## src/rtl/alu_seq_n.sv

```systemverilog
`default_nettype none
// ============================================================================
// Module   : alu_seq_n
// Purpose  : Registered WIDTH-generic ALU with Start/Busy/Done handshake,
//            ALUout feedback as operand B and a shift-add multiplier.
// Revision : 1.0 - initial release
// ============================================================================
module alu_seq_n #(
  parameter int WIDTH = 4
) (
  input  logic                 Clock,
  input  logic                 Reset,
  input  logic                 Start,
  input  logic [2:0]           Function,
  input  logic [WIDTH-1:0]     A,
  input  logic [WIDTH-1:0]     Bin,
  input  logic                 UseReg,
  output logic [2*WIDTH-1:0]   ALUout,
  output logic                 Busy,
  output logic                 Done
);

  localparam int CW = $clog2(WIDTH + 1);

  localparam logic [2:0] c_FN_ADD    = 3'd0;
  localparam logic [2:0] c_FN_CATINV = 3'd1;
  localparam logic [2:0] c_FN_MUL    = 3'd2;
  localparam logic [2:0] c_FN_LOGIC  = 3'd3;
  localparam logic [2:0] c_FN_REDUCE = 3'd4;
  localparam logic [2:0] c_FN_SHIFT  = 3'd5;
  localparam logic [2:0] c_FN_HOLD   = 3'd6;
  localparam logic [2:0] c_FN_CLEAR  = 3'd7;

  typedef enum logic [1:0] {
    S_IDLE   = 2'd0,
    S_MUL    = 2'd1,
    S_FINISH = 2'd2
  } state_t;

  state_t                r_state, w_state_next;
  logic [2*WIDTH-1:0]    r_alu, w_alu_next;
  logic                  r_done, w_done_next;
  logic [2*WIDTH-1:0]    r_mcand, w_mcand_next;
  logic [WIDTH-1:0]      r_mplier, w_mplier_next;
  logic [2*WIDTH-1:0]    r_pp, w_pp_next;
  logic [CW-1:0]         r_cnt, w_cnt_next;

  logic [WIDTH-1:0]      w_b;
  logic [2*WIDTH-1:0]    w_bz;
  logic [2*WIDTH-1:0]    w_az;
  logic [2*WIDTH-1:0]    w_single;
  logic [2*WIDTH-1:0]    w_pp_sum;

  // Operand B always sees the result register as it was before this edge.
  assign w_b      = UseReg ? r_alu[WIDTH-1:0] : Bin;
  assign w_bz     = {{WIDTH{1'b0}}, w_b};
  assign w_az     = {{WIDTH{1'b0}}, A};
  assign w_pp_sum = r_mplier[0] ? (r_pp + r_mcand) : r_pp;

  always_comb begin
    w_single = r_alu;
    case (Function)
      c_FN_ADD:    w_single = w_az + w_bz;
      c_FN_CATINV: w_single = {A, ~w_b};
      c_FN_LOGIC:  w_single = {A | w_b, A ^ w_b};
      c_FN_REDUCE: w_single = {{(2*WIDTH-1){1'b0}}, |{A, w_b}};
      c_FN_SHIFT:  w_single = w_bz << A;
      c_FN_HOLD:   w_single = r_alu;
      c_FN_CLEAR:  w_single = '0;
      default:     w_single = r_alu;
    endcase
  end

  always_comb begin
    w_state_next  = r_state;
    w_alu_next    = r_alu;
    w_done_next   = 1'b0;
    w_mcand_next  = r_mcand;
    w_mplier_next = r_mplier;
    w_pp_next     = r_pp;
    w_cnt_next    = r_cnt;
    case (r_state)
      S_MUL: begin
        // Multiplier shifts right and multiplicand left, so bit 0 gates each add.
        w_pp_next     = w_pp_sum;
        w_mcand_next  = r_mcand << 1;
        w_mplier_next = r_mplier >> 1;
        w_cnt_next    = r_cnt + 1'b1;
        if (r_cnt == CW'(WIDTH - 1)) begin
          w_alu_next   = w_pp_sum;
          w_done_next  = 1'b1;
          w_state_next = S_FINISH;
        end
      end
      default: begin
        w_state_next = S_IDLE;
        if (Start) begin
          if (Function == c_FN_MUL) begin
            w_mcand_next  = w_az;
            w_mplier_next = w_b;
            w_pp_next     = '0;
            w_cnt_next    = '0;
            w_state_next  = S_MUL;
          end else begin
            w_alu_next  = w_single;
            w_done_next = 1'b1;
          end
        end
      end
    endcase
  end

  always_ff @(posedge Clock) begin
    if (Reset) begin
      r_state  <= S_IDLE;
      r_alu    <= '0;
      r_done   <= 1'b0;
      r_mcand  <= '0;
      r_mplier <= '0;
      r_pp     <= '0;
      r_cnt    <= '0;
    end else begin
      r_state  <= w_state_next;
      r_alu    <= w_alu_next;
      r_done   <= w_done_next;
      r_mcand  <= w_mcand_next;
      r_mplier <= w_mplier_next;
      r_pp     <= w_pp_next;
      r_cnt    <= w_cnt_next;
    end
  end

  assign ALUout = r_alu;
  assign Busy   = (r_state == S_MUL);
  assign Done   = r_done;

endmodule
`default_nettype wire

```

## config.mk

```make
export PLATFORM = sky130hd
export DESIGN_NAME = alu_seq_n
export DESIGN_NICKNAME = d
export VERILOG_FILES = /design/src/rtl/alu_seq_n.sv
export SDC_FILE = /design/constraint.sdc
export NUM_CORES = 1
export LEC_CHECK = 0
export BUFFER_PORTS_ARGS = -buffer_cell sky130_fd_sc_hd__buf_4
export CAP_MARGIN = 25
export CORE_ASPECT_RATIO = 0.9
export CORE_MARGIN = 8
export CORE_UTILIZATION = 51
export CTS_CLUSTER_SIZE = 20
export DETAILED_ROUTE_END_ITERATION = 8
export PLACE_DENSITY = 0.7
export SLEW_MARGIN = 10
export SYNTH_ARGS = -nofsm -noshare
export SYNTH_HDL_FRONTEND = slang
export SYNTH_SLANG_ARGS = --single-unit
```

## constraint.sdc

```tcl
create_clock -name Clock -period 3.2 [get_ports Clock]
set_input_delay 0.64 -clock Clock [delete_from_list [all_inputs] [get_ports Clock]]
set_output_delay 0.64 -clock Clock [all_outputs]
set_load 0.02 [all_outputs]
```

==> results.cfg, run 1 <==
[timing]
period_needed_ns = 2.39
finalSetupViolCount = 0
finalHoldViolations = 0
rsz0062_at_grt = false
hold_ws_ns = 0.457
period_share = 0.747
slew_headroom = 0.637
worst_slack_ns = 0.810
clock.fmax_mhz = 418
finalSetupTns_ns = 0
tightest_slew_ns = 0.542
skew_ns = 0.00958
maxSlewViolCount = 0

[clocking]
tritoncts = yes
clkLatencyLatePin_ns = 0.29
root_buffer = clkbuf_8
cts_buffers = 5
clk_pin_slew_ns = 0.07
cts.path.max_buffers = 2
post_cts_resized = 0
cts_sinks = 34
htree_levels = 2
cts_setup_buffers = 0
hold_buffers = 0

[worst_setup_path]
endpoint_kind = flop
critPathBufInv = 1
cp_slowest_cell = mux2i_2
cp_max_fo = 7
cp.required_ns = 3.39
path_cells = buf_4, mux2i_2, ha_1, a21oi_1, a21oi_1, a2111oi_2, nor3_1, a2111oi_2
cp-start-kind = primary input
slowest_delay_ns = 0.40
r2r-start = r_mcand[0]
cp_data_arrival_time_ns = 2.58
path_class = in -> reg
critPathLaunch = UseReg
cp_top_family = compound AO/OA/AOI/OAI gates

[floorplanning]
dieArea_sq_um = 7390
die_w_um = 89.7
die_h_um = 82.4
initial_core_util = 0.523
fp-row-count = 24
coreArea_sq_um = 4770
io-pin-count = 25

[finish]
area_growth_pct = 12.2
layout.nets = 362
antenna_cells = 0
drive_gt1_frac = 0.140

[synth]
synth_top_area_cell = dfxtp_1
async_reset_ff_frac = 0
ys_seq_elements = 34
synth_edf_count = 0
syn_area_sq_um = 2500
synth_area_per_cell_sq_um = 8.03
synth_cell_type_count = 53
synth_cells = 311
ys.flop_type = dfxtp_1
seq_area_frac_synth = 0.273
synth_top_area_share = 0.273
yosys-top-cells-area = dfxtp_1 27%, ha_1 9.0%, nand2_1 6.5%, a21oi_1 5.8%, nor2_1 4.1%
synth_nets = 346
synth.yosys.warnings = 0

[route]
drc_errors = 0
vias = 2374
via_per_inst = 6.04
antenna_left = 0
first_iter_violations = 333
wl_per_cell_um = 17.0
dr.pass1.iters = 4
drt_wl_total_mm = 6.69

[placed_design]
place.gp.congestion = 0.912
preCtsSetupSlack_ns = 0.515
io_buffers = 24
dpl.hpwl_mm = 4.89

[min_path]
hold_path.class = reg -> reg
hold_start = r_mplier[3]

[global_route]
grt_usage = 0.189
grt_max_degree = 37
grt_antenna_before_repair = 0
grt_remaining_overflow = 0
grt_pass1_vias = 2283
grt_pass1_wl_mm = 11.4

[power]
powerDensity_nw_per_um2 = 365
vdd_drop_max_uv = 259
leakagePower_nw = 1.13

[run_status]
status = complete, no violations

[flow_run]
max_cap_violations = 0
==> layer usage <==
layer / up-vias / part of all wire / wire length (um) / track usage
met5: - / 0 / 0 / 0
met1: 1099 / 0.48 / 3240 / 0.254
met4: 0 / 0.011 / 74 / 0.0691
li1: 1181 / - / - / -
met2: 84 / 0.42 / 2830 / 0.285
met3: 10 / 0.082 / 548 / 0.0524
==> flip-flops by register name (all words and copies together) (netlist names) <==
register	flops
r_mcand	8
r_cnt	3
r_mplier	4
r_state	2
ALUout	8
r_pp	8
Done	1
==> worst paths after layout <==
check                 to  slack, ns  depth (start not counted)
min reg2reg  r_mplier[2]       0.46                          2
max            ALUout[3]       0.81                          8
max reg2reg    ALUout[6]       0.82                          7
min          r_mplier[2]       0.46                          2
==> final cells by class <==
type | instances | area, sq um
Clock inverter | 1 | 5.00
Multi-Input combinational cell | 243 | 1680
Sequential cell | 34 | 681
Fill cell | 440 | 1970
Tap cell | 65 | 81.3
Inverter | 15 | 56.3
Timing Repair Buffer | 28 | 210
Clock buffer | 7 | 86.3
==> cells in the mapped netlist (all sizes together), types with 2 or more instances <==
master and n:
a2111oi 4, a211oi 2, a21o 2, a21oi 29, a221o 3, a311oi 7
a31oi 6, a32oi 2, and3 4, and3b 2, buf 8, clkbuf 11
dfxtp 34, fa 2, ha 18, inv 15, mux2i 13, mux4 4
nand2 43, nand2b 5, nand3 15, nand4 3, nor2 27, nor2b 5
nor3 5, nor3b 2, o211ai 7, o21ai 9, o221ai 3, or3 4
xor2 2
==> report_power, final <==
part,total (mW),switching [mW],internal [mW]
logic,0.235,0.138,0.0971
clock network,0.332,0.159,0.174
registers,0.454,0.0159,0.438
==> through the flow <==
step	cell area, sq um	utilization	instances	total power [mW]
2_1_floorplan	2500	-	311	0.618
3_3_place_gp	2710	0.568	385	0.693
3_5_place_dp	2710	0.568	385	0.695
4_1_cts	2800	0.587	393	1.03
5_1_grt	2800	0.587	393	1.07
6_report	2800	0.587	393	1.02
==> worst reg2reg max path, stage by stage (launching register included) <==
cell and delay [ns]:
dfxtp_1 0.33, ha_1 0.23, fa_1 0.43, a21o_1 0.21, a221o_1 0.32, mux2i_1 0.13
a311oi_1 0.42, a311oi_1 0.17
==> cell families (layout without fill, tap and decap cells) <==
| logic type | after synthesis | count (layout) | synth area share |
|---|---|---|---|
| DFF | 34 | 34 | 0.273 |
| buffers and inverters | 34 | 51 | 0.0561 |
| muxes | 17 | 17 | 0.0972 |
| AOI/OAI and AO/OA | 84 | 84 | 0.233 |
| adders and majority gates | 20 | 20 | 0.106 |
| xor gates and xnor gates | 3 | 3 | 0.0105 |
| and+or+nand+nor | 119 | 119 | 0.224 |
==> placed cells by master, fill, tap and decap left out, drive strengths merged, types with 3 or more instances in the layout <==
cell type / synthesis / routed
nand2: 43 / 43
dfxtp: 34 / 34
a21oi: 29 / 29
buf: 8 / 28
nor2: 27 / 27
ha: 18 / 18
nand3: 15 / 15
inv: 15 / 15
mux2i: 13 / 13
o21ai: 9 / 9
a311oi: 7 / 7
o211ai: 7 / 7
clkbuf: 11 / 7
a31oi: 6 / 6
nand2b: 5 / 5
nor2b: 5 / 5
nor3: 5 / 5
or3: 4 / 4
and3: 4 / 4
mux4: 4 / 4
a2111oi: 4 / 4
o221ai: 3 / 3
nand4: 3 / 3
a221o: 3 / 3
(Power assumes the default switching activity.)
==> run 2, diff against run 1 <==
clock period = 2.5 ns   (was 3.2 ns; I/O delays follow)
==> run 2 against run 1 <==
- global-route usage rose by 0.39 points
- critical path depth unchanged
- total power is 30% higher
- final area increased by 2.9%
- first-iteration DRC count down 52%
- clock power is 29% higher
- utilization increased by 1.7 points
- hold slack better by 0.012 ns
- register-to-register slack got worse by 0.53 ns
- clock-buffer cell count unchanged
- clock skew shrank 0.0021 ns
- final cell count increased by 2.8%
==> results.cfg, run 2 (synthesis results as in run 1) <==
[run_status]
status = complete, no violations

[timing]
maxSlewViolCount = 0
finalSetupTns_ns = 0
tightest_slew_ns = 0.591
finalSetupViolCount = 0
skew_ns = 0.00750
slew_headroom = 0.604
period_needed_ns = 2.21
hold_ws_ns = 0.469
clock.fmax_mhz = 452
period_share = 0.886
rsz0062_at_grt = false
finalHoldViolations = 0

[finish]
fin_cells = 404
layout_commonest_cell = nand2_1
layout.nets = 373
regArea_sq_um = 681
drive_gt1_frac = 0.168
fill_cells = 439
layout_common_cells = 43 x nand2_1, 39 x buf_4, 34 x dfxtp_1
area_growth_pct = 15.5
antenna_cells = 0
multiInputGateArea_sq_um = 1680
final_util = 0.604

[worst_setup_path]
crit_path_frequent_cell = a311oi_1
endpoint_kind = flop
slowest_delay_ns = 0.41
cp_max_fo = 3
r2r_setup_slack_ns = 0.29
cp.required_ns = 2.66
path_class = reg -> reg
path_cells = ha_1, fa_1, a21o_1, a221o_1, mux2i_1, a311oi_1, buf_4, a311oi_1
cp-start-kind = flop
r2r_cells = 8
cp_slowest_cell = fa_1
cp_data_arrival_time_ns = 2.37

[route]
dr.pass1.iters = 5
via_per_inst = 6.08
antenna_left = 0
wl_per_cell_um = 17.4
drc_errors = 0
drt_wl_total_mm = 7.04
first_iter_violations = 160
vias = 2456

[clocking]
clkLatencyLatePin_ns = 0.28
post_cts_resized = 0
cts_sinks = 34
root_buffer = clkbuf_8
cts_buffers = 5
tritoncts = yes
hold_buffers = 0
htree_levels = 2
cts.path.max_buffers = 2
clk_pin_slew_ns = 0.08
cts_setup_buffers = 0

[global_route]
grt_util_met2 = 0.310
grt_max_degree = 37
grt_antenna_before_repair = 0
met3_usage = 0.0416
grt_remaining_overflow = 0
grt_busiest_layer = met2
grt_usage = 0.193
gr-usage-met1 = 0.264
grt_pass1_wl_mm = 11.6
grt_pass1_vias = 2279

[power]
vdd_drop_max_uv = 425
leakagePower_nw = 1.18
powerDensity_nw_per_um2 = 462

[placed_design]
dpl.hpwl_mm = 5.33
io_buffers = 24
place.gp.congestion = 0.907
dp_cells = 396

[min_path]
hold_path.class = reg -> reg
holdPathStages = 2

[floorplanning]
fp-row-count = 24
dieArea_sq_um = 7390
die_h_um = 82.4
die_w_um = 89.7
initial_core_util = 0.523
coreArea_sq_um = 4770
io-pin-count = 25

[flow_run]
max_cap_violations = 0
## run 2: report_power, final
part	total (mW)	switching, mW	internal [mW]
clock network	0.427	0.205	0.222
registers	0.579	0.0184	0.561
logic	0.325	0.185	0.140
## run 2: through the flow
stage                     total power [mW]  setup slack [ns]  instance area (sq um)
after global placement               0.911             0.116                   2790
after floorplan                      0.792             0.210                   2500
after CTS                             1.34             0.285                   2880
after global routing                  1.39             0.177                   2880
after detailed placement             0.912            0.0202                   2790
final                                 1.33             0.286                   2880
## run 2: worst paths after layout
check / start / end
max: r_mcand[0] / ALUout[6]
min: r_mplier[2] / r_mplier[1]
max reg2reg: r_mcand[0] / ALUout[6]
min reg2reg: r_mplier[2] / r_mplier[1]
## run 2: final cells by class
cell class | count | area share
flip-flops and latches | 34 | 0.236
clock inverters | 1 | 0.00174
repair buffers | 39 | 0.102
inverters | 15 | 0.0195
clock buffers | 7 | 0.0299
multi-input cells | 243 | 0.583
well taps | 65 | 0.0282
## run 2: routing by layer
metal / share of wire / wire length, um
met3: 0.077 / 543
met2: 0.43 / 3060
met4: 0.0041 / 29
met5: 0 / 0
met1: 0.48 / 3410
## run 2: critical path, delay by kind of cell (launching register included)
family                     cells  cell delay (ns)
AOI/OAI and AO/OA              4             0.84
adders and majority gates      2             0.64
muxes                          1             0.13
buffers and inverters          1             0.16
DFF                            1             0.33
==> run 3, diff against run 2 <==
RECOVER_POWER = 50   (was unset)
==> run 3 against run 2 <==
- final area is 1.6% lower
- clock-buffer cell count unchanged
- fmax about the same
- hold slack barely moved
- sequential cell count stayed put
==> results.cfg, run 3 (synthesis results as in run 1) <==
[run_status]
status = complete, no violations

[timing]
finalSetupViolCount = 0
rsz0062_at_grt = false
finalHoldViolations = 0
tightest_slew_ns = 0.590
clock.fmax_mhz = 451
finalSetupTns_ns = 0
skew_ns = 0.00542
slew_headroom = 0.605
worst_slack_ns = 0.285
maxSlewViolCount = 0
period_share = 0.886
period_needed_ns = 2.22

[worst_setup_path]
path_class = reg -> reg
r2r-start = r_mcand[0]
r2r_cells = 8
cp_max_fo = 3
slowest_delay_ns = 0.41
critPathBufInv = 1
rr_endpoint = ALUout[6]
cp_top_family = compound AO/OA/AOI/OAI gates
cp-start-kind = flop
path_cells = ha_1, fa_1, a21o_1, a221o_1, mux2i_1, a311oi_1, buf_4, a311oi_1
cp.depth = 8
cp_slowest_cell = fa_1
crit_end = ALUout[6]
cp_data_arrival_time_ns = 2.37
crit_path_frequent_cell = a311oi_1
r2r_setup_slack_ns = 0.28
critPathLaunch = r_mcand[0]
endpoint_kind = flop
cp.required_ns = 2.66

[global_route]
grt_pass1_wl_mm = 11.6
grt_max_degree = 37
grt_antenna_before_repair = 0
grt_remaining_overflow = 0
grt_usage = 0.193
grt_pass1_vias = 2279

[route]
drt_wl_total_mm = 7.06
antenna_left = 0
via_per_inst = 6.02
vias = 2434
dr.pass1.iters = 4
first_iter_violations = 131
wl_per_cell_um = 17.5
drc_errors = 0

[placed_design]
dp_cells = 396
preCtsSetupSlack_ns = 0.0202
dpl.hpwl_mm = 5.33
io_buffers = 24
place.gp.congestion = 0.907
place_area_sq_um = 2790

[floorplanning]
die_h_um = 82.4
coreArea_sq_um = 4770
die_w_um = 89.7
io-pin-count = 25
initial_core_util = 0.523
fp-row-count = 24
dieArea_sq_um = 7390

[finish]
layout_commonest_cell = nand2_1
multiInputGateArea_sq_um = 1680
regArea_sq_um = 681
final_area_sq_um = 2840
layout_common_cells = 43 x nand2_1, 34 x dfxtp_1, 29 x a21oi_1
layout.nets = 373
area_growth_pct = 13.6
fill_cells = 447
fin_cells = 404
drive_gt1_frac = 0.133
antenna_cells = 0

[power]
power_mw = 1.32
vdd_drop_max_uv = 427
leakagePower_nw = 1.14
powerDensity_nw_per_um2 = 466

[clocking]
tritoncts = yes
cts_setup_buffers = 0
cts_buffers = 5
post_cts_resized = 0
clkLatencyLatePin_ns = 0.28
root_buffer = clkbuf_8
htree_levels = 2
clk_pin_slew_ns = 0.08
hold_buffers = 0
cts.path.max_buffers = 2
cts_sinks = 34

[min_path]
hold_path.class = reg -> reg

[flow_run]
max_cap_violations = 0
-- run 3: changes by cell type in the layout (fill, tap and decap cells not counted), sizes merged --
cell	change
buf	-11
clkbuf	+11
-- run 3: stage by stage --
step | hold slack, ns | util
2_1_floorplan | 0.432 | -
3_3_place_gp | 0.447 | 0.585
3_5_place_dp | 0.459 | 0.585
4_1_cts | 0.471 | 0.604
5_1_grt | 0.499 | 0.594
6_report | 0.469 | 0.594
-- run 3: area by class of cell --
cell class	count	share of cell area
Inverter	15	0.0199
Sequential cell	34	0.240
Tap cell	65	0.0287
Clock buffer	7	0.0304
Multi-Input combinational cell	243	0.591
Clock inverter	1	0.00176
Timing Repair Buffer	39	0.0887
-- run 3: layer usage --
metal / GRT usage / vias to the layer above / wire length, um
li1: - / 1205 / -
met1: 0.264 / 1148 / 3460
met2: 0.310 / 76 / 3080
met3: 0.0416 / 5 / 492
met4: 0.0354 / 0 / 29
met5: 0 / - / 0
-- run 3: how the worst min path moves through the flow --
stage,from,end,slack [ns],cells past startpoint
floorplan,r_mplier[1],r_mplier[0],0.43,2
global placement,r_mplier[2],r_mplier[1],0.45,2
detailed placement,r_mplier[2],r_mplier[1],0.46,2
CTS,r_mplier[2],r_mplier[1],0.47,2
global route,r_mplier[2],r_mplier[1],0.50,2
finish,r_mplier[3],r_mplier[2],0.47,2
-- run 3: report_power, final --
part	internal [mW]	switching, mW	leakage [nW]	total [mW]
Sequential	0.561	0.0180	0.276	0.579
Combinational	0.129	0.185	0.814	0.314
Clock	0.222	0.207	0.0482	0.430
Total	0.912	0.410	1.14	1.32
-- run 3: worst register-to-register path, delay by kind of cell, from the launching register on --
family,cells,cell delay [ns]
flops,1,0.33
fa+ha+maj,2,0.64
buf+inv,1,0.16
mux,1,0.13
compound gates,4,0.84
